==> config.mk <==
export PLATFORM = sky130hd
export DESIGN_NAME = spike_rate_encoder_flat
export DESIGN_NICKNAME = d
export VERILOG_FILES = /design/src/rtl/snn_pkg.sv /design/src/rtl/spike_rate_encoder_if.sv /design/src/rtl/spike_rate_encoder_channel.sv /design/src/rtl/spike_rate_encoder.sv /design/src/flat_wrapper.sv
export SDC_FILE = /design/constraint.sdc
export NUM_CORES = 1
export LEC_CHECK = 0
export BUFFER_PORTS_ARGS = -buffer_cell sky130_fd_sc_hd__buf_2
export CAP_MARGIN = 40
export CORE_MARGIN = 4
export CORE_UTILIZATION = 40
export DETAILED_ROUTE_END_ITERATION = 8
export GPL_ROUTABILITY_DRIVEN = 1
export GPL_TIMING_DRIVEN = 0
export SYNTH_ARGS = -nofsm -noshare
export SYNTH_HDL_FRONTEND = slang
export SYNTH_SLANG_ARGS = --single-unit
==> constraint.sdc <==
create_clock -name clk_i -period 1.9 [get_ports clk_i]
set_input_delay 0 -clock clk_i [delete_from_list [all_inputs] [get_ports clk_i]]
set_output_delay 0 -clock clk_i [all_outputs]
set_load 0.05 [all_outputs]
==> src/rtl/snn_pkg.sv <==
`default_nettype none
// ============================================================================
// Module      : snn_pkg
// Description : Shared constants and types for the SNN blocks (encoder, LIF
//               layer, readout). Holds the datapath width, the input-layer
//               neuron count and the encoder state encoding.
// Revision    : 1.0 - initial release
// ============================================================================
package snn_pkg;

    localparam int WIDTH_P           = 8;
    localparam int NUM_INPUT_NEURONS = 8;

    // Encoder states. LOAD doubles as the rest state.
    typedef enum logic [1:0] {
        ST_LOAD = 2'd0,
        ST_RUN  = 2'd1,
        ST_DONE = 2'd2
    } enc_state_e;

endpackage : snn_pkg
`default_nettype wire

==> src/rtl/spike_rate_encoder_if.sv <==
`default_nettype none
// ============================================================================
// Module      : spike_rate_encoder_if
// Description : Valid/ready byte stream carrying intensity values into the
//               spike rate encoder.
//   data  : intensity byte (channel 0 first)
//   valid : data is valid (driven by the source)
//   ready : sink accepts a byte this cycle
// Revision    : 1.0 - initial release
// ============================================================================
interface spike_rate_encoder_if
    import snn_pkg::*;
#(
    parameter int WIDTH_P = snn_pkg::WIDTH_P
);
    logic [WIDTH_P-1:0] data;
    logic               valid;
    logic               ready;

    modport master (output data, output valid, input  ready);
    modport slave  (input  data, input  valid, output ready);
endinterface : spike_rate_encoder_if
`default_nettype wire

==> src/rtl/spike_rate_encoder_channel.sv <==
`default_nettype none
// ============================================================================
// Module      : spike_rate_channel
// Description : One encoder channel: intensity register, phase accumulator
//               and registered carry-out spike.
//   clk_i, rst_i : clock, synchronous active-high reset
//   load_en      : capture intensity_i
//   clear_acc    : zero the accumulator (start of a run)
//   step         : advance one timestep
//   intensity_i  : intensity byte to load
//   spike_o      : spike for the last step (0 when no step happened)
// Revision    : 1.0 - initial release
// ============================================================================
module spike_rate_channel
    import snn_pkg::*;
#(
    parameter int WIDTH_P = snn_pkg::WIDTH_P
) (
    input  wire logic               clk_i,
    input  wire logic               rst_i,
    input  wire logic               load_en,
    input  wire logic               clear_acc,
    input  wire logic               step,
    input  wire logic [WIDTH_P-1:0] intensity_i,
    output logic                    spike_o
);

    logic [WIDTH_P-1:0] intensity_q;
    logic [WIDTH_P-1:0] acc_q;
    logic               spike_q;
    logic [WIDTH_P:0]   w_sum;

    // Carry out of the accumulator is the spike; the low bits wrap.
    assign w_sum = {1'b0, acc_q} + {1'b0, intensity_q};

    always_ff @(posedge clk_i) begin
        if (rst_i) begin
            intensity_q <= '0;
            acc_q       <= '0;
            spike_q     <= 1'b0;
        end else begin
            if (load_en) begin
                intensity_q <= intensity_i;
            end
            if (clear_acc) begin
                acc_q <= '0;
            end else if (step) begin
                acc_q <= w_sum[WIDTH_P-1:0];
            end
            spike_q <= step & w_sum[WIDTH_P];
        end
    end

    assign spike_o = spike_q;

endmodule : spike_rate_channel
`default_nettype wire

==> src/rtl/spike_rate_encoder.sv <==
`default_nettype none
// ============================================================================
// Module      : spike_rate_encoder
// Description : Rate-coded spike encoder. Loads NUM_CHANNELS intensities over
//               a byte stream, then emits one spike vector per timestep for
//               WINDOW timesteps using per-channel phase accumulators.
//   clk_i, rst_i  : clock, synchronous active-high reset
//   in_if         : intensity byte stream (slave side)
//   step_en_i     : timestep tick while running
//   spike_o       : spike vector for the current timestep
//   spike_valid_o : one-cycle strobe per timestep
//   busy_o        : a load is in progress or a run is active
//   done_o        : one-cycle pulse with the final spike vector
// Revision    : 1.0 - initial release
// ============================================================================
module spike_rate_encoder
    import snn_pkg::*;
#(
    parameter  int WIDTH_P      = snn_pkg::WIDTH_P,
    parameter  int NUM_CHANNELS = snn_pkg::NUM_INPUT_NEURONS,
    parameter  int WINDOW       = 256,
    localparam int CNT_W        = $clog2(WINDOW + 1)
) (
    input  wire logic              clk_i,
    input  wire logic              rst_i,
    spike_rate_encoder_if.slave    in_if,
    input  wire logic              step_en_i,
    output logic [NUM_CHANNELS-1:0] spike_o,
    output logic                   spike_valid_o,
    output logic                   busy_o,
    output logic                   done_o
);

    localparam int IDX_W = (NUM_CHANNELS > 1) ? $clog2(NUM_CHANNELS) : 1;

    enc_state_e              state_q, state_d;
    logic [IDX_W-1:0]        load_idx_q, load_idx_d;
    logic [CNT_W-1:0]        step_cnt_q, step_cnt_d;
    logic                    spike_valid_q;

    logic                    w_ready;
    logic                    w_beat;
    logic                    w_last_beat;
    logic                    w_step;
    logic                    w_last_step;
    logic                    w_busy;
    logic [NUM_CHANNELS-1:0] w_spike;

    assign w_beat      = in_if.valid & w_ready;
    assign w_last_beat = w_beat & (load_idx_q == IDX_W'(NUM_CHANNELS - 1));
    assign w_step      = (state_q == ST_RUN) & step_en_i;
    assign w_last_step = w_step & (step_cnt_q == CNT_W'(WINDOW - 1));

    // ---------------- state register ----------------
    always_ff @(posedge clk_i) begin
        if (rst_i) begin
            state_q       <= ST_LOAD;
            load_idx_q    <= '0;
            step_cnt_q    <= '0;
            spike_valid_q <= 1'b0;
        end else begin
            state_q       <= state_d;
            load_idx_q    <= load_idx_d;
            step_cnt_q    <= step_cnt_d;
            spike_valid_q <= w_step;
        end
    end

    // ---------------- next-state logic ----------------
    always_comb begin
        state_d    = state_q;
        load_idx_d = load_idx_q;
        step_cnt_d = step_cnt_q;
        unique case (state_q)
            ST_LOAD: begin
                if (w_beat) begin
                    load_idx_d = w_last_beat ? '0 : load_idx_q + 1'b1;
                end
                if (w_last_beat) begin
                    state_d    = ST_RUN;
                    step_cnt_d = '0;
                end
            end
            ST_RUN: begin
                if (w_step) begin
                    step_cnt_d = step_cnt_q + 1'b1;
                end
                if (w_last_step) begin
                    state_d = ST_DONE;
                end
            end
            ST_DONE: begin
                state_d = ST_LOAD;
            end
            default: begin
                state_d = ST_LOAD;
            end
        endcase
    end

    // ---------------- output logic ----------------
    // All outputs read as idle while reset is being applied.
    always_comb begin
        w_ready = 1'b0;
        w_busy  = 1'b0;
        unique case (state_q)
            ST_LOAD: begin
                w_ready = 1'b1;
                w_busy  = (load_idx_q != '0);
            end
            ST_RUN:  w_busy = 1'b1;
            default: begin
                w_ready = 1'b0;
                w_busy  = 1'b0;
            end
        endcase
        w_ready = w_ready & ~rst_i;
    end

    assign in_if.ready   = w_ready;
    assign busy_o        = w_busy & ~rst_i;
    assign done_o        = (state_q == ST_DONE) & ~rst_i;
    assign spike_valid_o = spike_valid_q & ~rst_i;
    assign spike_o       = w_spike & {NUM_CHANNELS{~rst_i}};

    // ---------------- channels ----------------
    for (genvar c = 0; c < NUM_CHANNELS; c++) begin : g_chan
        spike_rate_channel #(
            .WIDTH_P (WIDTH_P)
        ) u_chan (
            .clk_i       (clk_i),
            .rst_i       (rst_i),
            .load_en     (w_beat & (load_idx_q == IDX_W'(c))),
            .clear_acc   (w_last_beat),
            .step        (w_step),
            .intensity_i (in_if.data),
            .spike_o     (w_spike[c])
        );
    end

endmodule : spike_rate_encoder
`default_nettype wire

==> src/flat_wrapper.sv <==
// flat-port wrapper written by rule: the top's interface ports become plain ports
module spike_rate_encoder_flat import snn_pkg::*;
#(
    parameter  int WIDTH_P      = snn_pkg::WIDTH_P,
    parameter  int NUM_CHANNELS = snn_pkg::NUM_INPUT_NEURONS,
    parameter  int WINDOW       = 256,
    localparam int CNT_W        = $clog2(WINDOW + 1)
)
  (clk_i, rst_i, step_en_i, spike_o, spike_valid_o, busy_o, done_o, in_if_data, in_if_valid, in_if_ready);
  spike_rate_encoder_if #(.WIDTH_P(WIDTH_P)) in_if_i ();
  input  wire logic clk_i;
  input  wire logic rst_i;
  input  wire logic step_en_i;
  output logic [NUM_CHANNELS-1:0] spike_o;
  output logic spike_valid_o;
  output logic busy_o;
  output logic done_o;
  input wire logic [$bits(in_if_i.data)-1:0] in_if_data;
  input wire logic [$bits(in_if_i.valid)-1:0] in_if_valid;
  output wire logic [$bits(in_if_i.ready)-1:0] in_if_ready;
  assign in_if_i.data = in_if_data;
  assign in_if_i.valid = in_if_valid;
  assign in_if_ready = in_if_i.ready;
  spike_rate_encoder #(.WIDTH_P(WIDTH_P), .NUM_CHANNELS(NUM_CHANNELS), .WINDOW(WINDOW)) u_core (.clk_i(clk_i), .rst_i(rst_i), .in_if(in_if_i), .step_en_i(step_en_i), .spike_o(spike_o), .spike_valid_o(spike_valid_o), .busy_o(busy_o), .done_o(done_o));
endmodule
# Word level (Yosys, flattened, before mapping)
# Index checks and enable logic that the tools add are counted.
# Widths: inputs -> output; s select.
dict set report classes {
  n_addsub 10
  eq_ne 13
  n_mux 9
  bitwise 25
  n_reduce_logical 8
}
# op count
set ops {}
lappend ops {{$add 8x8->9} 8}
lappend ops {{$and 1x1->1} 23}
lappend ops {{$mux 9} 2}
lappend ops {{$pmux 9 s2} 1}
lappend ops {{$eq 3x3->1 const B} 4}
lappend ops {{$add 9x1->9 const B} 1}
lappend ops {{$eq 9x8->1 const B} 1}
lappend ops {{$and 8x8->8} 1}
lappend ops {{$eq 3x2->1 const B} 2}
lappend ops {{$mux 2} 2}
lappend ops {{$ne 2x1->1 const B} 2}
lappend ops {{$pmux 2 s2} 1}
lappend ops {{$reduce_and 2->1} 2}
lappend ops {{$add 3x1->3 const B} 1}
lappend ops {{$eq 3x1->1 const B} 1}
lappend ops {{$logic_not 3->1} 1}
lappend ops {{$mux 3} 1}
lappend ops {{$reduce_and 3->1} 1}
lappend ops {{$reduce_bool 3->1} 1}
lappend ops {{$eq 2x1->1 const B} 1}
lappend ops {{$eq 2x2->1 const B} 1}
lappend ops {{$logic_not 2->1} 1}
lappend ops {{$ne 2x2->1 const B} 1}
lappend ops {{$pmux 1 s2} 1}
lappend ops {{4 further kinds} 4}
dict set report word_totals {
  reg_bits 151
  in_bits 12
  out_inout_bits 12
  elab_cells 93
}

# Longest topological paths before layout
# Gate-level depths: netlist (run 1).
dict set report depth {
  word_depth 7
  mapped_depth 9
  mapped_depth_nobuf 8
}

# Cells and area by module
# Synthesis (run 1) repeated with hierarchy kept, for this count alone.
dict set report unflattened {
  hier_cells 918
  hier_area_um2 8246.7
}
# module instances cells_each area_per_inst_um2 seq_area_each_um2
set modules_own_cells {}
lappend modules_own_cells {spike_rate_channel 8 100 907.1 340.3}
lappend modules_own_cells {spike_rate_encoder 1 118 989.7 300.3}

# Worst setup path after synthesis (run 1)
# No wires, ideal clock.
dict set report synth_timing {
  path_type {register -> output}
  from {register u_core.load_idx_q[0]}
  to {output port busy_o}
  t_arrival_ns 2.024
  required_time_ns 1.900
  path_slack_ns -0.124
  path_stages_with_launch 5
  path_buffers 1
  path_cell_list {dfxtp_1 inv_1 ha_1 clkbuf_1 a211oi_1}
}
dict set report synth_between {
  elab_chain_cells 3
}
# item line
set synth_lines {}
lappend synth_lines {{from (decl)} spike_rate_encoder.sv:37} ;# logic [IDX_W-1:0] load_idx_q, load_idx_d;
lappend synth_lines {{from (signal assigned)} spike_rate_encoder.sv:63} ;# load_idx_q <= load_idx_d;
lappend synth_lines {{$reduce_bool 3->1} spike_rate_encoder.sv:109} ;# w_busy = (load_idx_q != '0);
lappend synth_lines {{$pmux 1 s2} spike_rate_encoder.sv:106} ;# unique case (state_q)
lappend synth_lines {{$and 1x1->1} spike_rate_encoder.sv:121} ;# assign busy_o = w_busy & ~rst_i;
lappend synth_lines {{to (decl)} flat_wrapper.sv:16} ;# output logic busy_o;
# No other way between the ends.

# Final worst setup path (run 1)
dict set report layout_timing {
  from {register u_core.g_chan[7].u_chan.acc_q[0]}
  to {register u_core.g_chan[7].u_chan.acc_q[6]}
}
dict set report layout_between {
  elab_chain_cells 1
}
# item line
set layout_lines {}
lappend layout_lines {{from (decl)} spike_rate_encoder_channel.sv:29} ;# logic [WIDTH_P-1:0] acc_q;
lappend layout_lines {{from (signal assigned)} spike_rate_encoder_channel.sv:48} ;# acc_q <= w_sum[WIDTH_P-1:0];
lappend layout_lines {{$add 8x8->9} spike_rate_encoder_channel.sv:34} ;# assign w_sum = {1'b0, acc_q} + {1'b0, intensity_q};
# No other way between the ends.
# A chain may end at the register's enable or synchronous reset.

==> run metrics, run 1 <==
status finished, final reports clean; drt drc 0; DR WL met2 about 11 mm; I/O pin total 24; gp weighted congestion 0.8366; post-synthesis cell type count 43; Final Setup Violations 0; largest family of logic cells by synthesized area simple AND/OR/NAND/NOR gates; highest metal used met4; H-tree depth 4; most frequent cells in the layout 144 x dfxtp_1, 135 x nand2_1, 104 x a21oi_1, 82 x nor2_1, 72 x nand3_1; CP peak stage delay about 0.34 ns; Hold Startpoint in_if_data[7]; Root Buffer clkbuf_16; Leak Pwr roughly 4.3 nW; sequential share of power 0.439; Hold Path Sink u_core.g_chan[2].u_chan.intensity_q[7]$_SDFFE_PP0P_; worst r2r path cells 7; clk slew on worst S/H paths around 0.070 ns; Max Slew Vio Count 0; initial core utilization 0.4122; period utilization 0.9883; synthesized instance count between 900 and 1000; adder-cell share of the synthesized area 0.1305; Post-synth EDFFs 0; Sink Count 151; met3 wire len 986 microns; post-synthesis mux area share 0.06158; layout cell share with drive strength beyond 1 0.1538; Crit-path slowest cell fa_2; post-synth top area share 0.3719; DP HPWL roughly 16 mm; first-pass GRT wire length approximately 37 mm; crit path DAT between 2 and 2.5 ns; fill cell count 1903; reg-to-reg critical path endpoint u_core.g_chan[7].u_chan.acc_q[6]$_SDFFE_PP0P_; reg2reg start u_core.g_chan[7].u_chan.acc_q[0]$_SDFFE_PP0P_; MaxCap Viol Count 0; sequential share of the synthesized area 0.3719; Post-Synth XOR/XNOR Area 0.01401; Final Hold Fails 0; Post-Route WL 23.93 mm; Synth area leader dfxtp_1; worst slew pin tran approximately 0.79 ns; ys async rst share 0; switching share of power 0.2325; worst relative slew slack 0.4703; net load switching power 1.700 mW; Layout Utilization 0.4914; TritonCTS Buffers 17; unrepaired setup endpoints after global routing true; DRT met1 WL about 11 mm; Final WS setup 0.02214 ns; largest net degree at the start of global routing 17; Hold Crit Class input port to flop; Die X between 150 and 200 microns; CTS tree built; Reg2Reg Setup Slack 0.02 ns; Logic pwr share 0.053; area growth from synthesis to layout 19.21%; drt pass-1 iters 5; ANT cells 0; Placement Setup Slack -0.8134 ns; total die area ~23000 sq um; most common flop cell mapped by yosys dfxtp_1; CORE AREA 19720 sq um; Port Buffer Count 14; initial antenna violation count 0; compound-cell area share of the yosys netlist 0.1449; Syn Nets between 1000 and 1500; WL/cell roughly 18 microns; Clock Skews ~0.0096 ns; worst-path fanout max 3; Die H 150.5 microns; Final Power 7.312 mW; Period minus WS final 1.878 ns; post-synthesis register bit count 151; Global Route Usage Sum 0.2118; vias around 7100; Hold Path Cell Cnt 3; CP required 2.28 ns; simple logic cell fraction of the synthesized area 0.2303; leading cell type in the layout, fill and taps excluded dfxtp_1; DR iter-0 viols about 480; fmax 532.5 MHz; PD cells ~750 nW/um^2; Pint around 5.6 mW; Rows 51; vias in the first global route between 6000 and 7000; # nets final 1126; vias per std cell between 5 and 6; Critical Path End Type flop; Cell Chain, Critical Path ha_4 > fa_2 > a211oi_2 > o21bai_1 > a21o_1 > or3_1 > nand3_1; critical setup path kind flop to flop; Synth Warn # 0; clk buf depth 2; crit path launch type flop; total grt overflow 0; Max VDD drop 652.4 uV; syn_area_per_cell roughly 8.3 sq um; top cells by area, synth dfxtp_1 37%, ha_1 11%, a21oi_1 6.7%; Clock Latency Late Sink ~0.43 ns; power share of the clock group 0.508; synthesized area approximately 8000 sq um; DRT antenna net count 0
-- routing by layer --
metal  track usage  vias up
met5             0        -
met4       0.07777        0
met3       0.02920       43
met2        0.3393      174
met1        0.2911     3354
li1              -     3543
-- cell type report --
class                           count  area (sq um)  area share
Sequential cell                   151          3032      0.3129
Multi-Input combinational cell    745          4957      0.5116
Clock inverter                     10         167.7     0.01730
Buffer                             59         381.6     0.03939
Clock buffer                       22         474.2     0.04894
Tap cell                          265         331.6     0.03422
Inverter                           24         90.09    0.009298
Timing Repair Buffer               36         255.2     0.02634
-- power by group through the flow --
stage / combinational, mW / clock, mW / sequential (mW)
floorplan: 0.219 / 0 / 3.27
global placement: 0.339 / 0 / 3.28
detailed placement: 0.342 / 0 / 3.28
CTS: 0.375 / 3.74 / 3.21
global route: 0.417 / 3.87 / 3.21
finish: 0.387 / 3.72 / 3.21
-- timing repair --
action,4_1_cts,5_1_grt
cloned,0,1
pin swaps,14,29
endpoints found under the hold margin,1,0
gates resized for setup,49,65
buffers inserted,10,8
endpoints found under the setup margin,118,95
hold buffers,1,0
-- kinds of logic (layout without fill, tap and decap cells) --
| family | count (synthesis) | in the layout |
|---|---|---|
| and+or+nand+nor | 401 | 401 |
| AOI/OAI and AO/OA | 201 | 201 |
| xor gates and xnor gates | 13 | 13 |
| DFF | 151 | 151 |
| adders and majority gates | 80 | 80 |
| buffers and inverters | 84 | 151 |
| muxes | 50 | 50 |
-- state kept, by name, indices dropped and copies added (netlist names) --
signal,flops
u_core.g_chan.u_chan.acc_q,64
u_core.g_chan.u_chan.intensity_q,64
u_core.step_cnt_q,9
u_core.g_chan.u_chan.spike_o,8
u_core.load_idx_q,3
u_core.state_q,2
u_core.spike_valid_q,1
-- metrics by stage --
| stage | setup TNS (ns) | hold WS (ns) | instance area (sq um) | instances |
|---|---|---|---|---|
| global route | -0.3502 | 0.1129 | 9689 | 1312 |
| global placement | -41.46 | 0.3651 | 8554 | 1259 |
| detailed placement | -38.45 | 0.4005 | 8573 | 1261 |
| finish | 0 | 0.07020 | 9689 | 1312 |
| floorplan | 0 | 0.1961 | 8153 | 980 |
| CTS | -0.04110 | 0.06959 | 9430 | 1304 |
-- Yosys cell counts (all sizes together), types with 3 or more instances --
library cell,number
o21a,5
a211oi,22
buf,28
nor2,84
a211o,3
a2111oi,3
dfxtp,151
a21oi,108
or2,5
nor3,29
nand2b,5
o21ai,26
clkbuf,32
fa,8
nand2,137
o211ai,3
nand3b,3
o21bai,3
nand3,75
and3,29
a31oi,6
xnor2,5
o22ai,5
or3,6
o31a,5
a311oi,3
mux2i,50
nor2b,21
a21o,8
xor2,8
ha,72
inv,24
-- worst max-delay path by stage --
| stage | startpoint | endpoint | slack, ns |
|---|---|---|---|
| after global routing | u_core.g_chan[3].u_chan.intensity_q[0]$_SDFFE_PP0P_ | u_core.g_chan[3].u_chan.spike_o$_SDFF_PP0_ | -0.07 |
| after global placement | u_core.load_idx_q[0]$_SDFFE_PP0P_ | u_core.g_chan[3].u_chan.spike_o$_SDFF_PP0_ | -0.82 |
| after detailed placement | u_core.load_idx_q[0]$_SDFFE_PP0P_ | u_core.g_chan[6].u_chan.acc_q[6]$_SDFFE_PP0P_ | -0.81 |
| after floorplan | u_core.g_chan[6].u_chan.intensity_q[0]$_SDFFE_PP0P_ | u_core.g_chan[6].u_chan.acc_q[6]$_SDFFE_PP0P_ | 0.03 |
| final | u_core.g_chan[7].u_chan.acc_q[0]$_SDFFE_PP0P_ | u_core.g_chan[7].u_chan.acc_q[6]$_SDFFE_PP0P_ | 0.02 |
| after CTS | u_core.load_idx_q[0]$_SDFFE_PP0P_ | busy_o | -0.02 |
-- critical path, delay by kind of cell (launching register included) --
family                   cells  cell delay, ns
flip-flops                   1            0.33
AO/OA/AOI/OAI                3            0.59
AND/OR/NAND/NOR              2            0.39
adder cells (fa/ha/maj)      2            0.50
Power figures use the tool's default switching activity.
==> run 2: changes to the inputs <==
Settings changed: BUFFER_PORTS_ARGS -buffer_cell sky130_fd_sc_hd__buf_2 to not set, DONT_BUFFER_PORTS set to 1.
==> run 2 against run 1 <==
Net effect:
- worst setup slack better by 0.018 ns
- register-to-register slack gained 0.02 ns
- fmax grew 0.94%
- wire length decreased by 0.86%
- critical path depth unchanged
- first-iteration DRC count grew 21%
- clock skew up 0.00087 ns
- via count down 0.17%
- total power decreased by 2.0%
- largest power group unchanged
==> run metrics, run 2 (synthesized netlist as in run 1, its figures left out) <==
DP HPWL 16.08 mm; Leak Pwr between 4 and 5 nW; Die X between 150 and 200 microns; Final Hold Fails 0; non-filler instance count after layout between 1000 and 1500; CORE AREA 19720 sq um; H-tree depth 4; clk buf depth 2; fill cell count about 1900; cell count along the critical path 7; ANT cells 0; initial core utilization 0.4122; Final Setup Violations 0; worst slew pin tran ~0.86 ns; Rows 51; total grt overflow 0; initial antenna violation count 0; vias in the first global route 6783; Cell Chain, Critical Path ha_4 > fa_2 > a211oi_2 > o21bai_1 > a21o_1 > or3_1 > nand3_1; largest net degree at the start of global routing 17; Period minus WS final around 1.9 ns; CP delay by family, top compound AO/OA/AOI/OAI gates; CP peak stage delay about 0.35 ns; Global Route Usage Sum 0.2184; Post-Route WL ~24 mm; Crit-path slowest cell fa_2; status finished, final reports clean; gp weighted congestion slightly above 0.8; Port Buffer Count 0; period utilization 0.9791; worst-path fanout max 3; Reg2Reg Setup Slack slightly below 0.04 ns; TritonCTS Buffers 17; critical setup path kind flop to flop; PD cells ~740 nW/um^2; MaxCap Viol Count 0; crit path DAT roughly 2.2 ns; most frequent cells in the layout 144 x dfxtp_1, 132 x nand2_1, 104 x a21oi_1, 83 x nor2_1, 72 x nand3_1; CP required between 2 and 2.5 ns; unrepaired setup endpoints after global routing true; Layout Utilization 0.4890; fmax between 500 and 600 MHz; vias per std cell 5.438; Worst setup endpoint u_core.g_chan[6].u_chan.acc_q[6]$_SDFFE_PP0P_; reg2reg start u_core.g_chan[6].u_chan.acc_q[0]$_SDFFE_PP0P_; register area about 3000 sq um; reg-to-reg critical path endpoint u_core.g_chan[6].u_chan.acc_q[6]$_SDFFE_PP0P_; I/O pin total 24; layout cell share with drive strength beyond 1 0.1489; # nets final between 1000 and 1500; Die H between 150 and 200 microns; Largest regs u_core.g_chan.u_chan.acc_q x64, u_core.g_chan.u_chan.intensity_q x64, u_core.step_cnt_q x9; first-pass GRT wire length ~38 mm; CP bufs+invs 0; Clock Latency Late Sink between 0.4 and 0.5 ns; area growth from synthesis to layout 18.63%; leading cell type in the layout, fill and taps excluded dfxtp_1; Max VDD drop about 600 uV; worst r2r path cells 7; Critical Path End Type flop; Final Hold Slack between 0.05 and 0.06 ns; Hold Crit Class input port to flop; clk slew on worst S/H paths ~0.060 ns; Max Slew Vio Count 0; area of the multi-input gates around 5000 sq um; Clock Skews about 0.010 ns; total die area ~23000 sq um; Final Power a little over 7 mW; DR iter-0 viols slightly below 600; drt pass-1 iters 5; WL/cell roughly 18 microns; number of placed instances, taps included roughly 1300; CTS tree built; Sink Count ~150; DRT antenna net count 0; vias ~7100; crit path launch type flop; drt drc 0; worst relative slew slack 0.4237; Root Buffer clkbuf_16; Critical path origin u_core.g_chan[6].u_chan.acc_q[0]$_SDFFE_PP0P_
-- run 2: stage by stage --
stage          worst slack, ns  instance area (sq um)  setup TNS (ns)
2_1_floorplan          0.03467                   8153               0
3_3_place_gp           -0.8930                   8484          -41.01
3_5_place_dp           -0.8329                   8592          -39.86
4_1_cts               -0.06235                   9437        -0.06235
5_1_grt               -0.06478                   9642         -0.2289
6_report               0.03964                   9642               0
-- run 2: routing by layer --
layer  wire length, microns  GRT usage  vias up
met5                      0          0        -
met4                    776    0.08463        0
met3                   1507    0.04275       48
met2                  10360     0.3366      201
met1                  11090     0.3017     3329
li1                       -          -     3524
-- run 2: worst min-delay path by stage --
stage,from,slack [ns],endpoint,cells after the start
4_1_cts,in_if_valid,0.03,u_core.load_idx_q[2]$_SDFFE_PP0P_,4
3_5_place_dp,step_en_i,0.22,u_core.state_q[0]$_SDFFE_PP0P_,3
5_1_grt,in_if_data[7],0.08,u_core.g_chan[0].u_chan.intensity_q[7]$_SDFFE_PP0P_,3
6_report,in_if_valid,0.06,u_core.load_idx_q[2]$_SDFFE_PP0P_,4
2_1_floorplan,step_en_i,0.20,u_core.state_q[0]$_SDFFE_PP0P_,3
3_3_place_gp,step_en_i,0.21,u_core.state_q[0]$_SDFFE_PP0P_,3
-- run 2: area by class of cell --
cell class              instances  area share
multi-input cells             745      0.5127
flip-flops and latches        151      0.3144
clock buffers                  19     0.04490
plain buffers                  58     0.03971
well taps                     265     0.03439
repair buffers                 31     0.02595
clock inverters                13     0.01856
inverters                      24    0.009343
-- run 2: what timing repair did --
action / CTS / global route
gates resized for setup: 54 / 52
pin swaps: 13 / 23
endpoints found under the setup margin: 123 / 107
buffers inserted: 10 / 8
hold endpoints to repair: 6 / 0
hold buffers: 1 / 0
-- run 2: where the power goes --
part / switching (mW) / leakage [nW] / internal (mW)
Sequential: 0.0190 / 1.22 / 3.19
Combinational: 0.278 / 2.77 / 0.110
Clock: 1.37 / 0.301 / 2.19
Total: 1.67 / 4.29 / 5.49
-- run 2: worst min-delay path, delay by kind of cell --
kind	cells	cell delay (ns)
AO/OA/AOI/OAI	1	0.06
buffers and inverters	1	0.17
AND/OR/NAND/NOR	2	0.20
